<file path="src/rtl/verdma.sv">
// verdma: single-channel memory-to-memory word copier.
//   cfg_*      : register port, always ready (SRC, DST, COUNT, CTRL/STATUS at [3:2])
//   m_*        : initiator port; one read then one write per 32-bit word
//   m_lookahead: the m_address that will be presented on the next cycle
//   irq        : done && ie
//
// state | meaning
// IDLE  | no bus request; m_address shows SRC
// READ  | reading word at SRC into the buffer
// WRITE | writing buffer to DST, then advance pointers and count
module verdma #(
  parameter int COUNT_WIDTH = 16
) (
  input  logic        clk,
  input  logic        reset,
  input  logic        cfg_valid,
  output logic        cfg_ready,
  input  logic [31:0] cfg_address,
  input  logic [3:0]  cfg_wstrobe,
  input  logic [31:0] cfg_wdata,
  output logic [31:0] cfg_rdata,
  output logic        irq,
  output logic        m_valid,
  input  logic        m_ready,
  output logic [31:0] m_address,
  output logic [31:0] m_lookahead,
  output logic [3:0]  m_wstrobe,
  output logic [31:0] m_wdata,
  input  logic [31:0] m_rdata
);

  typedef enum logic [1:0] {IDLE, READ, WRITE} state_t;

  state_t                 state_q, state_d;
  logic [31:0]            src_q, src_d;
  logic [31:0]            dst_q, dst_d;
  logic [31:0]            buf_q, buf_d;
  logic [COUNT_WIDTH-1:0] count_q, count_d;
  logic                   done_q, done_d;
  logic                   ie_q, ie_d;

  logic        busy;
  logic        cfg_wr;
  logic        ctrl_wr;
  logic        start;
  logic [1:0]  reg_sel;
  logic [31:0] wr_merge;
  logic        unused_addr_bits;

  assign unused_addr_bits = ^{cfg_address[31:4], cfg_address[1:0]};

  assign busy    = (state_q != IDLE);
  assign reg_sel = cfg_address[3:2];
  assign cfg_wr  = cfg_valid && (cfg_wstrobe != 4'b0000);
  assign ctrl_wr = cfg_wr && (reg_sel == 2'd3) && cfg_wstrobe[0];
  assign start   = ctrl_wr && cfg_wdata[0] && !busy;

  // Byte-lane merge of write data over the currently addressed register.
  always_comb begin
    wr_merge = cfg_rdata;
    for (int i = 0; i < 4; i++) begin
      if (cfg_wstrobe[i]) wr_merge[8*i +: 8] = cfg_wdata[8*i +: 8];
    end
  end

  always_comb begin
    cfg_ready = 1'b1;
    case (reg_sel)
      2'd0:    cfg_rdata = src_q;
      2'd1:    cfg_rdata = dst_q;
      2'd2:    cfg_rdata = 32'(count_q);
      default: cfg_rdata = {29'd0, ie_q, done_q, busy};
    endcase
  end

  always_comb begin
    state_d = state_q;
    src_d   = src_q;
    dst_d   = dst_q;
    buf_d   = buf_q;
    count_d = count_q;
    done_d  = done_q;
    ie_d    = ie_q;

    if (cfg_wr && !busy) begin
      case (reg_sel)
        2'd0:    src_d   = {wr_merge[31:2], 2'b00};
        2'd1:    dst_d   = {wr_merge[31:2], 2'b00};
        2'd2:    count_d = COUNT_WIDTH'(wr_merge);
        default: ;
      endcase
    end

    // Clear is applied before start so a combined clear+start of an empty
    // transfer still ends with done set.
    if (ctrl_wr) begin
      ie_d = cfg_wdata[2];
      if (cfg_wdata[1]) done_d = 1'b0;
    end
    if (start) begin
      if (count_q == '0) done_d = 1'b1;
      else               state_d = READ;
    end

    case (state_q)
      READ: begin
        if (m_ready) begin
          buf_d   = m_rdata;
          state_d = WRITE;
        end
      end
      WRITE: begin
        if (m_ready) begin
          src_d = src_q + 32'd4;
          dst_d = dst_q + 32'd4;
          if (count_q != '0) count_d = count_q - COUNT_WIDTH'(1);
          if (count_q <= COUNT_WIDTH'(1)) begin
            state_d = IDLE;
            done_d  = 1'b1;
          end else begin
            state_d = READ;
          end
        end
      end
      default: ;
    endcase
  end

  always_comb begin
    m_valid   = (state_q != IDLE);
    m_address = (state_q == WRITE) ? dst_q : src_q;
    m_wstrobe = (state_q == WRITE) ? 4'b1111 : 4'b0000;
    m_wdata   = buf_q;
    irq       = done_q && ie_q;
    case (state_q)
      READ:    m_lookahead = m_ready ? dst_q : src_q;
      WRITE:   m_lookahead = m_ready ? (src_q + 32'd4) : dst_q;
      default: m_lookahead = src_q;
    endcase
  end

  always_ff @(posedge clk) begin
    if (reset) begin
      state_q <= IDLE;
      src_q   <= '0;
      dst_q   <= '0;
      buf_q   <= '0;
      count_q <= '0;
      done_q  <= 1'b0;
      ie_q    <= 1'b0;
    end else begin
      state_q <= state_d;
      src_q   <= src_d;
      dst_q   <= dst_d;
      buf_q   <= buf_d;
      count_q <= count_d;
      done_q  <= done_d;
      ie_q    <= ie_d;
    end
  end

endmodule

</file>
<file path="config.mk">
export PLATFORM = sky130hd
export DESIGN_NAME = verdma
export DESIGN_NICKNAME = d
export VERILOG_FILES = /design/src/rtl/verdma.sv
export SDC_FILE = /design/constraint.sdc
export NUM_CORES = 1
export LEC_CHECK = 0
export BUFFER_PORTS_ARGS = -buffer_cell sky130_fd_sc_hd__clkbuf_2
export CORE_UTILIZATION = 30
export CTS_CLUSTER_DIAMETER = 100
export DETAILED_ROUTE_END_ITERATION = 16
export PLACE_DENSITY = 0.5
export SETUP_SLACK_MARGIN = 0.05
export SLEW_MARGIN = 20
export SYNTH_ARGS = -nofsm -noshare
export SYNTH_HDL_FRONTEND = slang
export SYNTH_SLANG_ARGS = --single-unit
</file>
<file path="constraint.sdc">
create_clock -name clk -period 2.55 [get_ports clk]
set_clock_uncertainty 0.05 [all_clocks]
set_input_delay 0.3825 -clock clk [delete_from_list [all_inputs] [get_ports clk]]
set_output_delay 0.3825 -clock clk [all_outputs]
set_load 0.02 [all_outputs]
</file>
* Yosys cells after proc, flatten, opt, wreduce, memory -nomap -nowiden *
Index checks and enable logic that the tools add are counted.

storage, ports and cells
  flip-flop bits (word level) = 116
  input port bits = 104
  word-level logic and storage cells = 66

operators by class
  add/subtract/negate cells = 3
  $lt $le $gt $ge = 1
  equal/unequal tests = 5
  mux-type cells = 36
  reductions and logical operators = 14

operator list
  operator                                                          count
  2-to-1 mux 32 bit                                                 11
  case mux 32 bit (3 select lines)                                  1
  2-to-1 mux 16 bit                                                 5
  adder 32 x 3 -> 32 bit (second input constant)                    2
  case mux 32 bit (2 select lines)                                  1
  2-to-1 mux 8 bit                                                  4
  less-or-equal comparator 16 x 1 -> 1 bit (second input constant)  1
  logical NOT 16 bit                                                1
  nonzero test 16 bit                                               1
  subtractor 16 x 1 -> 16 bit (second input constant)               1
  2-to-1 mux 1 bit                                                  8
  2-to-1 mux 2 bit                                                  4
  logical AND 1 bit                                                 7
  == test 2 bit (second input constant)                             3
  == test 2 x 1 -> 1 bit (second input constant)                    2
  2-to-1 mux 4 bit                                                  1
  case mux 2 bit (2 select lines)                                   1
  nonzero test 4 bit                                                1
  logical NOT 2 bit                                                 1
  AND reduction 2 bit                                               1
  nonzero test 2 bit                                                1
  logical NOT 1 bit                                                 1

* Logic depth before layout (Yosys ltp) *
  word-level depth = 10
  mapped depth = 10

* Worst setup path before layout *
OpenSTA, ideal clock, no wires.

  kind = register -> output
  start point = register state_q[0]
  end point = output port m_lookahead[29]
  arrival = 2,458 ps
  data required time = 2,118 ps
  setup slack = -340 ps
  cell stages (with the launch flop) = 9
  path buffers = 3
  cells stage by stage = dfxtp_1 inv_1 ha_1 clkbuf_1 nand2_1 clkbuf_1 clkbuf_1 o31a_1 o21ai_0

between the ends
  word-level cells in the longest chain between the ends = 2
  elaborated cells between the ends (all ways) = 3

ends and longest elaborated chain
  what                                                     line  RTL
  start: declaration                                       34    state_t state_q, state_d;
  start signal: assignment                                 152   state_q <= state_d;
  == test 2 bit or == test 2 x 1 -> 1 bit (tied branches)  135   case (state_q)
  case mux 32 bit (2 select lines) *                       135
  end: declaration                                         26    output logic [31:0] m_lookahead,

Mark *: on every way between the ends. The rest lies on a longest branch, timed or not.

* Final worst setup path *
  start point = register src_q[25]
  end point = output port m_lookahead[30]

between the ends
  word-level cells in the longest chain between the ends = 3

ends and longest elaborated chain
  what                              line  RTL
  start: declaration                35    logic [31:0] src_q, src_d;
  start signal: assignment          153   src_q <= src_d;
  adder 32 x 3 -> 32 bit            137   WRITE: m_lookahead = m_ready ? (src_q + 32'd4) : dst_q;
  2-to-1 mux 32 bit                 137
  case mux 32 bit (2 select lines)  135

Every way passes these cells.

==> results.sh <==
export IMPL_synth_ff_latch_count=116
export IMPL_synth_top_area_share_pct=27.9
export IMPL_min_delay_path_depth=3
export IMPL_crit_type="reg -> out"
export IMPL_vias_per_cell=5.63
export IMPL_grtUsageTotal_pct=24.5
export IMPL_clk_latency_ps=420
export IMPL_cts_buffer_depth=2
export IMPL_dieHeight_um=169
export IMPL_synth_top_cells_by_area="dfxtp_1 (28%), nand2_1 (7.4%), mux2_2 (6.1%), a21oi_1 (5.6%), mux2i_1 (4.2%)"
export IMPL_io_buffer_count=207
export IMPL_synth_warnings=0
export IMPL_setup_tns_ps=-1650
export IMPL_htree_levels=4
export IMPL_slew_violations=0
export IMPL_hpwlAfterDp_um=25300
export IMPL_fin_nets=1495
export IMPL_power_density_nw_per_um2=457
export IMPL_synth_area_mux_share_pct=11.1
export IMPL_hp_start="m_rdata[23]"
export IMPL_syn_cell_area_um2=8320
export IMPL_crit_path_start_kind="flip-flop"
export IMPL_num_antenna_cells=0
export IMPL_finalHoldViolations=0
export IMPL_placed_area_um2=10300
export IMPL_setup_ws_ps=-180
export IMPL_synth_main_ff_cell="dfxtp_1"
export IMPL_yosysTopAreaCell="dfxtp_1"
export IMPL_start_util_pct=30.7
export IMPL_wl_per_cell_um=20.2
export IMPL_synth_nets=1227
export IMPL_grt_max_degree=35
export IMPL_avgSynthCellArea_um2=7.47
export IMPL_totalWireLength_um=35700
export IMPL_crit_path_max_fanout=9
export IMPL_grt_pass1_vias=9335
export IMPL_clkTransAtPathRegs_ps=60
export IMPL_cts_sinks=116
export IMPL_synth_edf_count=0
export IMPL_ys_top_cells_by_count="nand2_1 (165), dfxtp_1 (116), a21oi_1 (93)"
export IMPL_die_x_um=169
export IMPL_ant_nets=0
export IMPL_syn_inst=1115
export IMPL_drive_above_1_share_pct=39.4
export IMPL_timing_final_crit_share_pct=107
export IMPL_postLayoutCellArea_um2=12200
export IMPL_syn_to_final_growth_pct=46.9
export IMPL_synth_top_family_by_area="compound AO/OA/AOI/OAI gates"
export IMPL_synthXorXnorAreaFrac_pct=0.631
export IMPL_fmax_mhz=366
export IMPL_synth_simple_area_share_pct=25.4
export IMPL_hold_path_class="in -> reg"
export IMPL_period_minus_slack_ps=2730
export IMPL_cts_made_buffers=17
export IMPL_grt_setup_unrepaired="true"
export IMPL_end_kind="output pin"
export IMPL_drtIter0Drc=794
export IMPL_io_pins=239
export IMPL_dieArea_um2=28400
export IMPL_fill_cells=2774
export IMPL_crit_required_ps=2120
export IMPL_yosysMostFrequentCell="nand2_1"
export IMPL_async_reset_ff_share_pct=0
export IMPL_drv_cap=0
export IMPL_dr_total_vias=9961
export IMPL_violations="negative setup slack"
export IMPL_synth_fa_ha_area_share_pct=1.20
export IMPL_final_setup_viol_count=20
export IMPL_clock_root_buffer="clkbuf_16"
export IMPL_core_area_um2=27100
export IMPL_reg2regPathDepth=10
export IMPL_outcome="finished with violations"
export IMPL_power_leakage_nw=4.86
export IMPL_antenna_found_initial=0
export IMPL_ir_worst_vdd_uv=359
export IMPL_grt_pass1_wl_um=54300
export IMPL_fp_row_count=60
export IMPL_place_gp_congestion=0.892
export IMPL_hold_end="m_wdata[23]$_SDFFE_PP0P_"
export IMPL_synth_cell_type_count=76
export IMPL_grt_overflow_total=0
export IMPL_ys_seq_area_share_pct=27.9
export IMPL_tightest_slew_ps=880
export IMPL_cts_hold_fix_buffers=0
export IMPL_cp_data_arrival_time_ps=2300
export IMPL_synth_compound_area_share_pct=27.1
export IMPL_cts_tree="yes"
export IMPL_drtPass1Iterations=8
export IMPL_rr_endpoint="src_q[10]$_SDFF_PP0_"
export IMPL_r2r_setup_slack_ps=160
export IMPL_slew_headroom_pct=41.3
export IMPL_drc_errors=0
-- what timing repair did --
item | 4_1_cts | 5_1_grt
pin swaps | 24 | 39
endpoints found under the hold margin | 0 | 0
endpoints found under the setup margin | 36 | 38
gates cloned | 3 | 2
resized for setup | 125 | 121
setup buffers | 29 | 14
-- layer usage --
metal,track usage (%),vias to the layer above,part of all wire [%]
met5,0,-,0
met4,7.23,0,2.2
met3,3.93,56,6.6
met2,39.6,424,46
met1,33.4,4754,45
li1,-,4727,-
-- critical path, stage by stage (launching register included) --
cell and delay (ps):
dfxtp_1 470, and4_1 270, and4_1 340, nand4_1 150, a21o_1 190, a221o_1 300, clkbuf_8 160
-- stage by stage --
step / util, % / hold WS (ps) / setup slack [ps] / std cells / total power, mW
after floorplan: - / 419 / 14.5 / 1115 / 2.56
after global placement: 38.2 / 392 / 92.9 / 1693 / 2.99
after detailed placement: 38.2 / 396 / 4.56 / 1693 / 2.99
after CTS: 43.2 / 110 / -131 / 1757 / 5.55
after global routing: 45.1 / 113 / -268 / 1768 / 5.79
final: 45.1 / 125 / -180 / 1768 / 5.58
-- cells in the final DEF, fill, tap and decap left out, types with 7 or more instances in the layout --
cell type / count
a31oi_1: 35
dfxtp_2: 9
inv_1: 13
or3_1: 18
buf_6: 36
o21ai_2: 8
buf_12: 14
and4_1: 10
a21o_1: 10
a22oi_1: 8
o2bb2ai_1: 13
clkbuf_8: 12
o31ai_1: 17
o211ai_1: 7
clkbuf_2: 177
mux2i_1: 35
buf_4: 120
nand2_1: 151
o21ai_1: 16
clkbuf_16: 19
nand4_1: 23
and3_1: 9
a21oi_1: 89
nor4_1: 19
a221o_1: 11
o21ai_0: 42
mux2_2: 45
nand2_2: 7
nor2_1: 60
nand3_1: 30
nor3_1: 32
dfxtp_1: 104
-- cell families (layout without fill, tap and decap cells) --
family	after synthesis	in the layout
simple gates	428	428
compound gates	341	341
buf+inv	132	413
flops	116	116
mux	83	83
fa+ha+maj	8	8
xor+xnor	6	6
other cells	1	1
-- sequential cells by signal (all words and copies together) (netlist names), named ones only --
signal   count
dst_q       32
m_wdata     32
src_q       32
count_q     16
done_q       1
ie_q         1
state_q      1
-- how the worst max path moves through the flow --
stage	start	endpoint	slack (ps)	cells past startpoint
2_1_floorplan	state_q[0]$_SDFF_PP0_	m_lookahead[29]	10	8
3_3_place_gp	state_q[0]$_SDFF_PP0_	count_q[11]$_SDFF_PP0_	90	7
3_5_place_dp	cfg_wstrobe[1]	dst_q[17]$_SDFF_PP0_	5	7
4_1_cts	src_q[3]$_SDFF_PP0_	m_lookahead[30]	-130	8
5_1_grt	src_q[9]$_SDFF_PP0_	m_lookahead[25]	-270	9
6_report	src_q[25]$_SDFF_PP0_	m_lookahead[30]	-180	6
-- where the power goes --
part	switching (mW)	internal, mW	total [mW]
Combinational	0.680	0.459	1.14
Sequential	0.0678	1.87	1.94
Clock	0.950	1.56	2.50
Total	1.70	3.89	5.58
-- final cells by class --
| type | instances | area, µm² | area share [%] |
|---|---|---|---|
| multi-input cells | 867 | 6000 | 49.0 |
| repair buffers | 364 | 2750 | 22.5 |
| flip-flops and latches | 116 | 2340 | 19.2 |
| well taps | 372 | 465 | 3.81 |
| clock buffers | 18 | 439 | 3.59 |
| clock inverters | 14 | 160 | 1.31 |
| inverters | 17 | 73.8 | 0.604 |
Power figures use the tool's default switching activity.
